`src/rtl/mem_stage_hs.sv`:
```
// MIPS memory-access stage with a request/acknowledge data-memory handshake.
// Handles sub-word loads/stores, endian selection, alignment faults and bus timeout.
module mem_stage_hs #(
    parameter int unsigned ADDR_W     = 32,
    parameter int unsigned REG_AW     = 5,
    parameter bit          BIG_ENDIAN = 1'b0,
    parameter int unsigned TIMEOUT    = 16
) (
    input  logic              clk,
    input  logic              resetn,
    input  logic              in_valid_i,
    input  logic [7:0]        aluop_i,
    input  logic [31:0]       wdata_i,
    input  logic [REG_AW-1:0] wd_i,
    input  logic              wreg_i,
    input  logic              whilo_i,
    input  logic [31:0]       hi_i,
    input  logic [31:0]       lo_i,
    input  logic [ADDR_W-1:0] mem_addr_i,
    input  logic [31:0]       reg2_i,
    input  logic              cp0_reg_we_i,
    input  logic [4:0]        cp0_reg_write_addr_i,
    input  logic [31:0]       cp0_reg_data_i,
    output logic              mem_req_o,
    output logic              mem_we_o,
    output logic [3:0]        mem_sel_o,
    output logic [ADDR_W-1:0] mem_addr_o,
    output logic [31:0]       mem_data_o,
    input  logic [31:0]       mem_data_i,
    input  logic              mem_ack_i,
    output logic              stall_req_o,
    output logic              wb_valid_o,
    output logic [31:0]       wdata_o,
    output logic [REG_AW-1:0] wd_o,
    output logic              wreg_o,
    output logic              whilo_o,
    output logic [31:0]       hi_o,
    output logic [31:0]       lo_o,
    output logic              cp0_reg_we_o,
    output logic [4:0]        cp0_reg_write_addr_o,
    output logic [31:0]       cp0_reg_data_o,
    output logic              adel_o,
    output logic              ades_o,
    output logic              bus_err_o,
    output logic [ADDR_W-1:0] badvaddr_o
);

    localparam int unsigned CNT_W = (TIMEOUT > 2) ? $clog2(TIMEOUT) : 1;

    localparam logic [7:0] OP_LB  = 8'b1110_0000;
    localparam logic [7:0] OP_LH  = 8'b1110_0001;
    localparam logic [7:0] OP_LW  = 8'b1110_0011;
    localparam logic [7:0] OP_LBU = 8'b1110_0100;
    localparam logic [7:0] OP_LHU = 8'b1110_0101;
    localparam logic [7:0] OP_SB  = 8'b1110_1000;
    localparam logic [7:0] OP_SH  = 8'b1110_1001;
    localparam logic [7:0] OP_SW  = 8'b1110_1011;

    localparam logic [0:0] S_IDLE = 1'b0;
    localparam logic [0:0] S_WAIT = 1'b1;

    logic [0:0]       state, state_d;
    logic [CNT_W-1:0] cnt, cnt_d;

    logic [7:0]        op_q;
    logic [ADDR_W-1:0] addr_q;
    logic [31:0]       reg2_q, wdata_q, hi_q, lo_q, cp0_data_q;
    logic [REG_AW-1:0] wd_q;
    logic [4:0]        cp0_addr_q;
    logic              wreg_q, whilo_q, cp0_we_q;

    logic              in_wait;
    logic [7:0]        src_op;
    logic [ADDR_W-1:0] src_addr;
    logic [31:0]       src_reg2, src_wdata, src_hi, src_lo, src_cp0_data;
    logic [REG_AW-1:0] src_wd;
    logic [4:0]        src_cp0_addr;
    logic              src_wreg, src_whilo, src_cp0_we;

    // While waiting, every field comes from the copy latched at accept time.
    assign in_wait      = (state == S_WAIT);
    assign src_op       = in_wait ? op_q       : aluop_i;
    assign src_addr     = in_wait ? addr_q     : mem_addr_i;
    assign src_reg2     = in_wait ? reg2_q     : reg2_i;
    assign src_wdata    = in_wait ? wdata_q    : wdata_i;
    assign src_wd       = in_wait ? wd_q       : wd_i;
    assign src_wreg     = in_wait ? wreg_q     : wreg_i;
    assign src_whilo    = in_wait ? whilo_q    : whilo_i;
    assign src_hi       = in_wait ? hi_q       : hi_i;
    assign src_lo       = in_wait ? lo_q       : lo_i;
    assign src_cp0_we   = in_wait ? cp0_we_q   : cp0_reg_we_i;
    assign src_cp0_addr = in_wait ? cp0_addr_q : cp0_reg_write_addr_i;
    assign src_cp0_data = in_wait ? cp0_data_q : cp0_reg_data_i;

    logic        is_load, is_store, ld_signed, misaligned;
    logic [1:0]  size, lane, half_base, shamt;
    logic [3:0]  sel;
    logic [31:0] st_data, ld_sh, ld_ext;

    // Op decode, lane selection and load extraction
    always_comb begin
        is_load   = 1'b0;
        is_store  = 1'b0;
        ld_signed = 1'b0;
        size      = 2'd2;
        case (src_op)
            OP_LB:   begin is_load  = 1'b1; size = 2'd0; ld_signed = 1'b1; end
            OP_LBU:  begin is_load  = 1'b1; size = 2'd0; end
            OP_LH:   begin is_load  = 1'b1; size = 2'd1; ld_signed = 1'b1; end
            OP_LHU:  begin is_load  = 1'b1; size = 2'd1; end
            OP_LW:   begin is_load  = 1'b1; size = 2'd2; end
            OP_SB:   begin is_store = 1'b1; size = 2'd0; end
            OP_SH:   begin is_store = 1'b1; size = 2'd1; end
            OP_SW:   begin is_store = 1'b1; size = 2'd2; end
            default: size = 2'd2;
        endcase

        misaligned = ((size == 2'd1) && src_addr[0]) ||
                     ((size == 2'd2) && (src_addr[1:0] != 2'b00));

        if (BIG_ENDIAN) begin
            lane      = 2'd3 - src_addr[1:0];
            half_base = src_addr[1] ? 2'd0 : 2'd2;
        end else begin
            lane      = src_addr[1:0];
            half_base = src_addr[1] ? 2'd2 : 2'd0;
        end

        case (size)
            2'd0: begin
                sel     = 4'b0001 << lane;
                st_data = {4{src_reg2[7:0]}};
                shamt   = lane;
            end
            2'd1: begin
                sel     = 4'b0011 << half_base;
                st_data = {2{src_reg2[15:0]}};
                shamt   = half_base;
            end
            default: begin
                sel     = 4'b1111;
                st_data = src_reg2;
                shamt   = 2'd0;
            end
        endcase

        ld_sh = mem_data_i >> {shamt, 3'b000};
        case (size)
            2'd0:    ld_ext = {{24{ld_signed & ld_sh[7]}}, ld_sh[7:0]};
            2'd1:    ld_ext = {{16{ld_signed & ld_sh[15]}}, ld_sh[15:0]};
            default: ld_ext = ld_sh;
        endcase
    end

    logic              latch, wb_valid_d, wb_en, adel_d, ades_d, bus_err_d;
    logic [31:0]       wdata_d;
    logic [ADDR_W-1:0] badvaddr_d;

    // Next-state, handshake and write-back decision
    always_comb begin
        state_d     = state;
        cnt_d       = cnt;
        latch       = 1'b0;
        mem_req_o   = 1'b0;
        stall_req_o = 1'b0;
        wb_valid_d  = 1'b0;
        wb_en       = 1'b0;
        adel_d      = 1'b0;
        ades_d      = 1'b0;
        bus_err_d   = 1'b0;
        wdata_d     = src_wdata;
        badvaddr_d  = badvaddr_o;
        case (state)
            S_IDLE: begin
                if (in_valid_i) begin
                    if (is_load || is_store) begin
                        if (misaligned) begin
                            wb_valid_d = 1'b1;
                            adel_d     = is_load;
                            ades_d     = is_store;
                            badvaddr_d = src_addr;
                        end else begin
                            mem_req_o   = 1'b1;
                            stall_req_o = 1'b1;
                            latch       = 1'b1;
                            state_d     = S_WAIT;
                            cnt_d       = '0;
                        end
                    end else begin
                        wb_valid_d = 1'b1;
                        wb_en      = 1'b1;
                    end
                end
            end
            S_WAIT: begin
                mem_req_o = 1'b1;
                cnt_d     = cnt + CNT_W'(1);
                if (mem_ack_i) begin
                    state_d    = S_IDLE;
                    cnt_d      = '0;
                    wb_valid_d = 1'b1;
                    wb_en      = 1'b1;
                    if (is_load) begin
                        wdata_d = ld_ext;
                    end
                end else begin
                    stall_req_o = 1'b1;
                    // Counter steps onto TIMEOUT-1 at this edge: give up.
                    if (cnt == CNT_W'(TIMEOUT - 2)) begin
                        state_d    = S_IDLE;
                        cnt_d      = '0;
                        wb_valid_d = 1'b1;
                        bus_err_d  = 1'b1;
                        badvaddr_d = src_addr;
                    end
                end
            end
            default: state_d = S_IDLE;
        endcase

        mem_we_o   = mem_req_o & is_store;
        mem_sel_o  = mem_req_o ? sel : 4'b0000;
        mem_addr_o = mem_req_o ? {src_addr[ADDR_W-1:2], 2'b00} : '0;
        mem_data_o = mem_we_o ? st_data : 32'd0;
    end

    always_ff @(posedge clk) begin
        if (resetn) begin
            state <= S_IDLE;
            cnt   <= '0;
        end else begin
            state <= state_d;
            cnt   <= cnt_d;
        end
    end

    always_ff @(posedge clk) begin
        if (latch) begin
            op_q       <= aluop_i;
            addr_q     <= mem_addr_i;
            reg2_q     <= reg2_i;
            wdata_q    <= wdata_i;
            wd_q       <= wd_i;
            wreg_q     <= wreg_i;
            whilo_q    <= whilo_i;
            hi_q       <= hi_i;
            lo_q       <= lo_i;
            cp0_we_q   <= cp0_reg_we_i;
            cp0_addr_q <= cp0_reg_write_addr_i;
            cp0_data_q <= cp0_reg_data_i;
        end
    end

    // Write-back register; write enables only on a clean completion
    always_ff @(posedge clk) begin
        if (resetn) begin
            wb_valid_o           <= 1'b0;
            wdata_o              <= 32'd0;
            wd_o                 <= '0;
            wreg_o               <= 1'b0;
            whilo_o              <= 1'b0;
            hi_o                 <= 32'd0;
            lo_o                 <= 32'd0;
            cp0_reg_we_o         <= 1'b0;
            cp0_reg_write_addr_o <= 5'd0;
            cp0_reg_data_o       <= 32'd0;
            adel_o               <= 1'b0;
            ades_o               <= 1'b0;
            bus_err_o            <= 1'b0;
            badvaddr_o           <= '0;
        end else begin
            wb_valid_o           <= wb_valid_d;
            wdata_o              <= wdata_d;
            wd_o                 <= src_wd;
            wreg_o               <= wb_en & src_wreg & ~is_store;
            whilo_o              <= wb_en & src_whilo;
            hi_o                 <= src_hi;
            lo_o                 <= src_lo;
            cp0_reg_we_o         <= wb_en & src_cp0_we;
            cp0_reg_write_addr_o <= src_cp0_addr;
            cp0_reg_data_o       <= src_cp0_data;
            adel_o               <= adel_d;
            ades_o               <= ades_d;
            bus_err_o            <= bus_err_d;
            badvaddr_o           <= badvaddr_d;
        end
    end

endmodule

```
`config.mk`:
```
export PLATFORM = sky130hd
export DESIGN_NAME = mem_stage_hs
export DESIGN_NICKNAME = d
export VERILOG_FILES = /design/src/rtl/mem_stage_hs.sv
export SDC_FILE = /design/constraint.sdc
export NUM_CORES = 1
export LEC_CHECK = 0
export CAP_MARGIN = 30
export CORE_MARGIN = 2
export CORE_UTILIZATION = 41
export DETAILED_ROUTE_END_ITERATION = 12
export HOLD_SLACK_MARGIN = 0.1
export PLACE_DENSITY = 0.81
export SLEW_MARGIN = 20
export SYNTH_ARGS = -nofsm -noshare
export SYNTH_HDL_FRONTEND = slang
export SYNTH_SLANG_ARGS = --single-unit
```
`constraint.sdc`:
```
create_clock -name clk -period 6.2 [get_ports clk]
set_input_delay 0.62 -clock clk [delete_from_list [all_inputs] [get_ports clk]]
set_output_delay 0.62 -clock clk [all_outputs]
set_load 0.1 [all_outputs]
```
==> out/results.txt <==
status - completed
final slew viol count - 0
Post-route DRC - 0
row count - 71
Leak - 7.76 nW
cell count along the critical path - 7
Seq/Total Area, Yosys - 63.8%
min Tclk post-route - 5.30 ns
Met2 Wirelength - 24.1 mm
final setup fails - 0
PortBufs - 494
Req. time, crit path - 5.58 ns
Critical Path, Cell by Cell - a31oi_1 > nor3_4 > o21a_1 > a21oi_4 > buf_4 > a2111oi_0 > clkdlybuf4s50_1
final wirelength - 49.6 mm
Final Instance Count excl. Fillers - 2265
Synth top area share - 40.7%
All-Layer GR Usage - 23.9%
dpl ws - 1.27 ns
placed cells - 2183
die area - 39900 um^2
VDD IR-drop max - 0.226 mV
final hold viol count - 0
Clk pin slew, worst setup/hold paths - 0.06 ns
Main synth FF type - edfxtp_1
first-pass GRT wire length - 71.8 mm
Worst Tran Pin Value - 1.06 ns
initial core utilization - 41.7%
fraction of layout cells with a size suffix above 1 - 11.7%
Post-synth EDFFs - 213
Mean Syn Cell Area - 12.9 um^2
CTS tree - built
Area contributors post-synth - edfxtp_1, dfxtp_1, mux2i_1
P&R area growth vs syn - 46.2%
gpl congestion - 0.829
pin count of the biggest net entering global routing - 80
overall power - 6.39 mW
Num CTS Buffers - 42
achievable frequency - 189 MHz
CTS Hold Bufs - 0
grt total ovfl - 0
Bufs on Longest Clock Path - 3
FF-to-FF path depth - 7
crit path buf inv count - 2
Worst slew margin - 29.2%
post-cts resize count - 0
Worst Setup Slack, final - 0.897 ns
Slowest cell on crit path - clkdlybuf4s50_1
WL per Instance - 21.9 um
DRT Pass-1 Iters - 5
Reg area - 10000 um^2
RSZ-0062 raised after global routing - no
Crit path max-delay family - buffers and inverters
count leader, synth - nor2_1
Worst setup SP type - flop
clk_skew - 0.0159 ns
Crit path largest cell delay - 1.22 ns
detailed placement HPWL - 35.1 mm
Post-synth top cells - nor2_1, edfxtp_1, mux2i_1, dfxtp_1, a21oi_1
first-iteration detailed-routing DRC count - 619
Synth Warn # - 0
CP arrival - 4.68 ns
I/O Pins - 497
asr flop ratio synth - 0%
vias in the first global route - 12100
Yosys top cell by area - edfxtp_1
Syn Std Cell Area - 15700 um^2
Final nets - 1968
max cap viols - 0
met3 WL - 4.81 mm
Final Cycle Share - 85.5%
CP Class - reg -> out
Synth Instances - 1223
Core ar. - 37800 um^2
via count - 12000
DP Area - 21500 um^2
CTS sink count - 395
Final TNS setup - 0 ns
number of synthesized register bits - 395
Hold Crit Class - in -> reg
vias per inst - 5.31
Clock Latency Late Sink - 0.56 ns
final instance area - 23000 um^2
CP Capture Type - output pin
cell area power density - 278 nW/um^2
H-tree depth - 2
CTS root buf - clkbuf_16
fillcell total - 2895
crit path max fanout - 64
Die W - 200 um
initial antenna violation count - 6
Die H - 200 um
area of the multi-input gates - 5270 um^2
Top Metal Used - met5
metal1 wirelength - 19.1 mm
post-CTS setup buffers - 0
post-synth cell types - 68
DRT antenna net count - 0
hold depth - 2
## power by group
part	switching (mW)	internal, mW
sequential	0.0168	2.81
clock	1.05	1.61
combinational	0.593	0.308
total	1.66	4.73
## cell usage in the layout (no fill, tap or decap), types with 3 or more instances in the layout
cell type / n
o31ai_1: 3
a311o_1: 10
a211oi_1: 24
clkbuf_1: 9
edfxtp_1: 213
o211ai_1: 3
a31oi_1: 11
nor2b_1: 28
clkinv_2: 8
nor3_1: 8
bufinv_16: 6
nand3_1: 6
o21a_1: 6
mux2i_1: 183
a21oi_1: 54
nor3_2: 4
a21o_1: 3
o21ai_0: 16
clkbuf_8: 5
clkbuf_16: 44
buf_16: 16
buf_4: 28
nor2_1: 224
mux2_2: 24
nor4_1: 3
a221oi_2: 4
a22oi_1: 3
clkinv_1: 4
a221oi_1: 6
clkdlybuf4s50_1: 480
a2111oi_0: 3
inv_1: 6
a211oi_2: 37
dfxtp_1: 181
nand2_1: 31
diode_2: 3
## registers in the layout, indices dropped and copies added (netlist names), 32 cells and up
register,flops
wdata_q,32
cp0_reg_data_o,32
hi_o,32
wdata_o,32
reg2_q,32
hi_q,32
lo_o,32
cp0_data_q,32
addr_q,32
lo_q,32
badvaddr_o,32
## cells by family after synthesis
kind of cell / share of synthesized area, %
adders and majority gates: 0.159
muxes: 13.5
and+or+nand+nor: 9.16
buffers and inverters: 2.90
DFF: 63.8
other: 0.0238
AOI/OAI and AO/OA: 10.4
## through the flow
step	hold WS (ns)	utilization [%]
2_1_floorplan	0.456	-
3_3_place_gp	0.463	55.8
3_5_place_dp	0.471	56.9
4_1_cts	0.411	60.8
5_1_grt	0.426	60.9
6_report	0.442	60.9
## final timing paths
kind                       from                             to  slack [ns]
max          in_wait$_SDFF_PP0_                 mem_data_o[30]        0.90
min                      resetn  cp0_reg_data_o[27]$_SDFF_PP0_        0.44
max reg2reg  in_wait$_SDFF_PP0_           addr_q[17]$_DFFE_PP_        2.28
min reg2reg  lo_q[26]$_DFFE_PP_            lo_o[26]$_SDFF_PP0_        0.48
## routing by layer
metal,track usage (%),up-vias
met2,40.8,578
met3,8.03,102
li1,-,5492
met5,0,-
met4,8.78,8
met1,27.9,5847
## cell type report
cell class              count  area share, %
multi-input cells         742           22.9
inverters                   8          0.147
well taps                 511           2.78
flip-flops and latches    395           43.7
diodes                      3         0.0327
repair buffers            528           24.0
clock inverters            20           1.18
clock buffers              58           5.24
No activity file was read; power rests on OpenSTA's default activity.
